<file path="config.mk">
export PLATFORM = sky130hd
export DESIGN_NAME = apb_multi_slave_mem_flat
export DESIGN_NICKNAME = d
export VERILOG_FILES = /design/src/rtl/apb_multi_slave_mem_if.sv /design/src/rtl/apb_multi_slave_mem.sv /design/src/flat_wrapper.sv
export SDC_FILE = /design/constraint.sdc
export NUM_CORES = 2
export LEC_CHECK = 0
export CAP_MARGIN = 15
export CORE_UTILIZATION = 46
export CTS_CLUSTER_SIZE = 30
export DETAILED_ROUTE_END_ITERATION = 8
export PLACE_DENSITY = 0.63
export SLEW_MARGIN = 20
export SYNTH_ARGS = -nofsm -noshare
export SYNTH_HDL_FRONTEND = slang
export SYNTH_SLANG_ARGS = --single-unit
</file>
<file path="constraint.sdc">
create_clock -name pclk -period 103.9 [get_ports pclk]
set_input_delay 31.17 -clock pclk [delete_from_list [all_inputs] [get_ports pclk]]
set_output_delay 31.17 -clock pclk [all_outputs]
set_load 0.01 [all_outputs]
</file>
<file path="src/rtl/apb_multi_slave_mem_if.sv">
// apb_multi_slave_mem_if: APB bus bundle between one requester and the multi-window memory.
//   master modport: drives pselx/penable/pwrite/paddr/pwdata/pstrb/pprot/wait_states,
//                   observes pready/prdata/pslverr/fsm_state.
//   slave modport:  the reverse direction of every signal.
interface apb_multi_slave_mem_if #(
    parameter int NO_OF_SLAVES  = 4,
    parameter int ADDRESS_WIDTH = 32,
    parameter int DATA_WIDTH    = 32
);
    logic [NO_OF_SLAVES-1:0]   pselx;
    logic                      penable;
    logic                      pwrite;
    logic [ADDRESS_WIDTH-1:0]  paddr;
    logic [DATA_WIDTH-1:0]     pwdata;
    logic [DATA_WIDTH/8-1:0]   pstrb;
    logic [2:0]                pprot;
    logic [3:0]                wait_states;
    logic                      pready;
    logic [DATA_WIDTH-1:0]     prdata;
    logic                      pslverr;
    logic [2:0]                fsm_state;
    modport master (
        output pselx, penable, pwrite, paddr, pwdata, pstrb, pprot, wait_states,
        input  pready, prdata, pslverr, fsm_state
    );
    modport slave (
        input  pselx, penable, pwrite, paddr, pwdata, pstrb, pprot, wait_states,
        output pready, prdata, pslverr, fsm_state
    );
endinterface

</file>
<file path="src/rtl/apb_multi_slave_mem.sv">
// apb_multi_slave_mem: APB completer exposing NO_OF_SLAVES memory windows separated by unmapped gaps.
//   pclk   : clock
//   preset : asynchronous active-high reset (clears state and all memory)
//   apb    : slave modport carrying the APB request, programmable wait states,
//            pready/prdata/pslverr response and the fsm_state observation port
module apb_multi_slave_mem #(
    parameter int NO_OF_SLAVES      = 4,
    parameter int ADDRESS_WIDTH     = 32,
    parameter int DATA_WIDTH        = 32,
    parameter int SLAVE_MEM_BYTES   = 64,
    parameter int SLAVE_GAP_BYTES   = 16,
    parameter int SECURE_PROT_CHECK = 1
) (
    input logic pclk,
    input logic preset,
    apb_multi_slave_mem_if.slave apb
);
    localparam int BYTES  = DATA_WIDTH / 8;
    localparam int WORDS  = SLAVE_MEM_BYTES / BYTES;
    localparam int STRIDE = SLAVE_MEM_BYTES + SLAVE_GAP_BYTES;
    localparam int SH     = $clog2(BYTES);
    localparam int HB     = $clog2(SLAVE_MEM_BYTES) - 1;
    localparam int IW     = $clog2(NO_OF_SLAVES * WORDS) > 0 ? $clog2(NO_OF_SLAVES * WORDS) : 1;
    typedef enum logic [2:0] {
        NO_STATE   = 3'd0,
        IDLE       = 3'd1,
        SETUP      = 3'd2,
        ACCESS     = 3'd3,
        WAIT_STATE = 3'd4
    } state_t;
    state_t                   state_q;
    logic [3:0]               cnt_q;
    logic [NO_OF_SLAVES-1:0]  sel_q;
    logic                     wr_q;
    logic                     err_q;
    logic [DATA_WIDTH-1:0]    wdata_q;
    logic [DATA_WIDTH-1:0]    rdata_q;
    logic [BYTES-1:0]         strb_q;
    logic [IW-1:0]            idx_q;
    logic [IW-1:0]            idx_d;
    logic [DATA_WIDTH-1:0]    mem_q [NO_OF_SLAVES*WORDS];
    logic                     setup;
    logic                     err_d;
    logic                     onehot;
    logic                     in_win;
    logic                     secure;
    logic [ADDRESS_WIDTH-1:0] base;
    logic [ADDRESS_WIDTH-1:0] offset;
    int                       k;
    logic                     unused_prot;
    assign unused_prot = ^{apb.pprot[2], apb.pprot[0]};
    assign setup = (state_q == IDLE || state_q == ACCESS) && |apb.pselx && !apb.penable;
    // Decode the lowest selected window; a non-one-hot select is flagged as an error,
    // so the chosen index only matters for legal requests.
    always_comb begin
        k = 0;
        for (int i = NO_OF_SLAVES - 1; i >= 0; i--)
            if (apb.pselx[i]) k = i;
        base   = ADDRESS_WIDTH'(k * STRIDE);
        offset = apb.paddr - base;
        onehot = |apb.pselx && ((apb.pselx & (apb.pselx - NO_OF_SLAVES'(1))) == '0);
        in_win = (apb.paddr >= base) && (offset < ADDRESS_WIDTH'(SLAVE_MEM_BYTES));
        secure = (SECURE_PROT_CHECK != 0) && apb.pprot[1] && offset[HB];
        err_d  = !onehot || !in_win || (!apb.pwrite && |apb.pstrb) || secure;
        idx_d  = IW'(k * WORDS) + IW'(offset >> SH);
    end
    always_ff @(posedge pclk or posedge preset) begin
        if (preset) begin
            state_q <= IDLE;
            cnt_q   <= '0;
            sel_q   <= '0;
            wr_q    <= 1'b0;
            err_q   <= 1'b0;
            wdata_q <= '0;
            rdata_q <= '0;
            strb_q  <= '0;
            idx_q   <= '0;
            for (int i = 0; i < NO_OF_SLAVES * WORDS; i++) mem_q[i] <= '0;
        end else if (setup) begin
            state_q <= (apb.wait_states == 4'd0) ? ACCESS : WAIT_STATE;
            cnt_q   <= apb.wait_states;
            sel_q   <= apb.pselx;
            wr_q    <= apb.pwrite;
            err_q   <= err_d;
            wdata_q <= apb.pwdata;
            strb_q  <= apb.pstrb;
            idx_q   <= idx_d;
            // Read data is captured here so a read right after a completed write sees it.
            rdata_q <= err_d ? '0 : mem_q[idx_d];
        end else begin
            case (state_q)
                WAIT_STATE: begin
                    state_q <= (!apb.penable || apb.pselx != sel_q) ? IDLE :
                               (cnt_q == 4'd1) ? ACCESS : WAIT_STATE;
                    cnt_q   <= cnt_q - 4'd1;
                end
                ACCESS: begin
                    state_q <= IDLE;
                    cnt_q   <= '0;
                    if (apb.penable && apb.pselx == sel_q && wr_q && !err_q)
                        for (int b = 0; b < BYTES; b++)
                            if (strb_q[b]) mem_q[idx_q][8*b +: 8] <= wdata_q[8*b +: 8];
                end
                default: begin
                    state_q <= IDLE;
                    cnt_q   <= '0;
                end
            endcase
        end
    end
    assign apb.pready    = state_q == ACCESS;
    assign apb.pslverr   = (state_q == ACCESS) && err_q;
    assign apb.prdata    = (state_q == ACCESS && !err_q && !wr_q) ? rdata_q : '0;
    assign apb.fsm_state = setup ? SETUP : state_q;
endmodule

</file>
<file path="src/flat_wrapper.sv">
// flat-port wrapper written by rule: the top's interface ports become plain ports
module apb_multi_slave_mem_flat 
#(
    parameter int NO_OF_SLAVES      = 4,
    parameter int ADDRESS_WIDTH     = 32,
    parameter int DATA_WIDTH        = 32,
    parameter int SLAVE_MEM_BYTES   = 64,
    parameter int SLAVE_GAP_BYTES   = 16,
    parameter int SECURE_PROT_CHECK = 1
)
  (pclk, preset, apb_pselx, apb_penable, apb_pwrite, apb_paddr, apb_pwdata, apb_pstrb, apb_pprot, apb_wait_states, apb_pready, apb_prdata, apb_pslverr, apb_fsm_state);
  apb_multi_slave_mem_if #(.NO_OF_SLAVES(NO_OF_SLAVES), .ADDRESS_WIDTH(ADDRESS_WIDTH), .DATA_WIDTH(DATA_WIDTH)) apb_i ();
  input logic pclk;
  input logic preset;
  input wire logic [$bits(apb_i.pselx)-1:0] apb_pselx;
  input wire logic [$bits(apb_i.penable)-1:0] apb_penable;
  input wire logic [$bits(apb_i.pwrite)-1:0] apb_pwrite;
  input wire logic [$bits(apb_i.paddr)-1:0] apb_paddr;
  input wire logic [$bits(apb_i.pwdata)-1:0] apb_pwdata;
  input wire logic [$bits(apb_i.pstrb)-1:0] apb_pstrb;
  input wire logic [$bits(apb_i.pprot)-1:0] apb_pprot;
  input wire logic [$bits(apb_i.wait_states)-1:0] apb_wait_states;
  output wire logic [$bits(apb_i.pready)-1:0] apb_pready;
  output wire logic [$bits(apb_i.prdata)-1:0] apb_prdata;
  output wire logic [$bits(apb_i.pslverr)-1:0] apb_pslverr;
  output wire logic [$bits(apb_i.fsm_state)-1:0] apb_fsm_state;
  assign apb_i.pselx = apb_pselx;
  assign apb_i.penable = apb_penable;
  assign apb_i.pwrite = apb_pwrite;
  assign apb_i.paddr = apb_paddr;
  assign apb_i.pwdata = apb_pwdata;
  assign apb_i.pstrb = apb_pstrb;
  assign apb_i.pprot = apb_pprot;
  assign apb_i.wait_states = apb_wait_states;
  assign apb_pready = apb_i.pready;
  assign apb_prdata = apb_i.prdata;
  assign apb_pslverr = apb_i.pslverr;
  assign apb_fsm_state = apb_i.fsm_state;
  apb_multi_slave_mem #(.NO_OF_SLAVES(NO_OF_SLAVES), .ADDRESS_WIDTH(ADDRESS_WIDTH), .DATA_WIDTH(DATA_WIDTH), .SLAVE_MEM_BYTES(SLAVE_MEM_BYTES), .SLAVE_GAP_BYTES(SLAVE_GAP_BYTES), .SECURE_PROT_CHECK(SECURE_PROT_CHECK)) u_core (.pclk(pclk), .preset(preset), .apb(apb_i));
endmodule
</file>
==> key figures <==
Synthesis
  – Mapped Nets: around 6300
  – Syn_area_per_cell: approximately 16 sq um
  – Yosys warns: 0
  – Synth top area share: 0.555
  – Cell area after synthesis: 96200 sq um
  – Mapped Cells: 6183
  – Synth area leaders: dfrtp_1, mux2_2, mux4_2, a22oi_1, clkbuf_1
  – Ys async rst share: 1.00
  – Post-synth cell types: 55
  – Post-synthesis sequential area ratio: 0.555
  – Prevailing post-synth register cell: dfrtp_1
  – Post-synth EDFFs: 0
  – Synth area leader: dfrtp_1
  – Synthesis-stage register bit count: 2135

Route
  – Drt first pass iters: 6
  – Routed Wire Length: 257000 microns
  – Avg WL per Cell: about 28 microns
  – Via density: between 5 and 6
  – Number of DRC markers in iteration 0: about 4300
  – Vias: approximately 55000
  – ANT nets after route: 0
  – Post-route DRC violation count: 0

Setup path
  – Crit-path max FO: 20
  – Crit. End Element: primary output
  – Crit path DAT: 33.49 ns
  – Critical path buffers and inverters: 2
  – Largest delay contributor family on the critical path: simple AND/OR/NAND/NOR gates
  – Setup Crit Path Kind: input port to primary output
  – Crit path largest cell delay: 0.82 ns
  – Reg2reg path depth: 7
  – Crit-path most repeated cell: clkdlybuf4s50_1
  – Reg2reg end: u_core.mem_q[1603]
  – CP required: around 73 ns
  – Critical Path, Cell by Cell: clkdlybuf4s50_1, nor3b_1, nand2_4, and2_1, clkdlybuf4s50_1
  – CP Depth: 5
  – Setup crit start kind: input port
  – R2R Setup Slk: 100.04 ns
  – Critical R2R Launch: u_core.state_q[0]
  – Critical path's slowest cell: nor3b_1

Final layout
  – Filler cells: around 17000
  – Layout net count: between 6000 and 7000
  – Synthesis-to-layout area growth: 11.7%
  – Cell Count, Final, Fillers Out: about 9100
  – Most frequent cells in the layout: dfrtp_1, mux2_2, mux4_2, nand2_1, a22oi_1
  – Layout cells sized above 1: 0.513
  – Most common cell after layout, fill and taps aside: dfrtp_1
  – Post-Layout Inst Area: about 110000 sq um
  – Multi-input gate area: slightly above 40000 sq um
  – Area occupied by registers: about 53000 sq um

Timing
  – Max Freq: between 15 and 20 MHz
  – Max-slew headroom: 0.193
  – Clk_skew: 0.0276 ns
  – Unrepaired setup endpoints after global routing: no
  – Final Max Slew Viols: 0
  – Final min period: between 60 and 70 ns
  – Worst-Margin Slew: roughly 1.2 ns
  – Final Cycle Share: 0.622
  – Post-route setup TNS: 0 ns
  – Min setup slack post-route: between 30 and 40 ns
  – Final Hold Viols: 0
  – Final setup vio count: 0

Min path
  – Hold Crit Start: u_core.mem_q[523]
  – WHS Path Cells: 1
  – Hold crit path type: flip-flop to flip-flop
  – WHS Endpoint: u_core.mem_q[523]

Clock tree
  – Cells resized by post-CTS repair: 0
  – # clock sinks: 2135
  – Total setup buffers inserted after CTS: 0
  – Root buf cell: clkbuf_16
  – CTS buffer count: around 220
  – Clock Path Buffers: 3
  – Clock Pin Slew Worst Setup and Hold Paths: roughly 0.060 ns
  – Hold Buf Count CTS: 0
  – Worst skew pair latency: 0.86 ns
  – CTS tree: done
  – Htree depth: 4

Power and ir drop
  – Power Total: about 0.0018 W
  – Worst vdd ir: 0.0191 mV
  – Pleak: slightly above 50 nW
  – Pwr dens: ~17 nW/um^2

Placement
  – Buffers added on ports: between 100 and 150
  – Pre-CTS setup slack: 39.26 ns
  – GPL Wtd Cong: about 0.8
  – Cell area after placement: 100000 sq um
  – Post-DP HPWL: ~160000 microns
  – Inst Count DP: around 8700

Floorplanning
  – Die area: ~210000 sq um
  – Die Ht: 459 microns
  – Placeable Area: a little over 200000 sq um
  – Width of the die: roughly 460 microns
  – IO Count: 120
  – Starting Density: 0.464
  – Row count: 167

Job
  – Max cap viols: 0

Global routing
  – Grt ovf: 0
  – Vias in the first global route: about 57000
  – Initial antenna violation count: 11
  – First-pass GRT wire length: roughly 380000 microns
  – Pin count of the biggest net entering global routing: 207
  – GRT Total Usage: 0.246

Status
  – Outcome: complete, no violations
-- Yosys cell counts (all sizes together) (2+ instances only) --
library cell and n:
a2111oi 3, a211oi 2, a21boi 2, a21oi 2, a22o 32, a22oi 256
and2 41, and3 2, and3b 3, buf 99, clkbuf 354, dfrtp 2134
ha 7, inv 9, mux2 2080, mux4 512, nand2 367, nand2b 2
nand3 3, nand3b 9, nand4 65, nor2 127, nor2b 3, nor3 8
nor3b 8, nor4 7, o21ai 14, or3 4, or3b 4, xnor2 9
-- logic make-up (layout without fill, tap and decap cells) --
family                     count (synthesis)  after routing  synth area share
xor gates and xnor gates                  10             10          0.000910
buffers and inverters                    462            623            0.0196
muxes                                   2592           2592             0.363
and+or+nand+nor                          656            656            0.0343
AOI/OAI and AO/OA                        320            320            0.0256
DFF                                     2135           2135             0.555
adders and majority gates                  8              8           0.00112
other                                      0             11                 0
-- layout make-up --
type | count | share of cell area
multi-input cells | 3586 | 0.382
well taps | 2788 | 0.0324
diodes | 11 | 0.000256
inverters | 9 | 0.000384
repair buffers | 220 | 0.0199
clock buffers | 346 | 0.0630
flip-flops and latches | 2135 | 0.497
clock inverters | 48 | 0.00432
-- stage by stage --
stage	hold WS [ns]	util
after CTS	0.489	0.517
after floorplan	0.459	-
final	0.486	0.518
after global placement	0.468	0.482
after global routing	0.499	0.518
after detailed placement	0.477	0.482
-- state kept, by name (all words and copies together), names as in the netlist --
signal	cells
u_core.strb_q	4
u_core.wr_q	1
u_core.state_q	3
u_core.idx_q	6
u_core.wdata_q	32
u_core.rdata_q	32
u_core.sel_q	4
u_core.mem_q	2048
u_core.err_q	1
u_core.cnt_q	4
-- power by group --
group,switching [W],internal (W),total (W),leakage [nW]
clock,0.000326,0.000460,0.000786,3.60
sequential,0.00000648,0.000837,0.000844,29.7
combinational,0.000137,0.0000289,0.000166,18.2
total,0.000470,0.00133,0.00180,51.6
-- layer usage --
layer,GRT usage,part of all wire
met5,0.00230,0.00037
met4,0.0898,0.034
met3,0.0579,0.064
met2,0.369,0.46
met1,0.349,0.44
-- how the worst max path moves through the flow --
stage	from	end	slack, ns
final	apb_penable	apb_fsm_state[0]	39.24
after global routing	apb_penable	apb_fsm_state[0]	39.09
after CTS	apb_penable	apb_fsm_state[0]	39.25
after detailed placement	apb_penable	apb_fsm_state[0]	39.26
after global placement	apb_penable	apb_fsm_state[0]	39.32
after floorplan	preset	u_core.cnt_q[0]	12.42
Note: power is estimated with default switching activity, not from simulation.
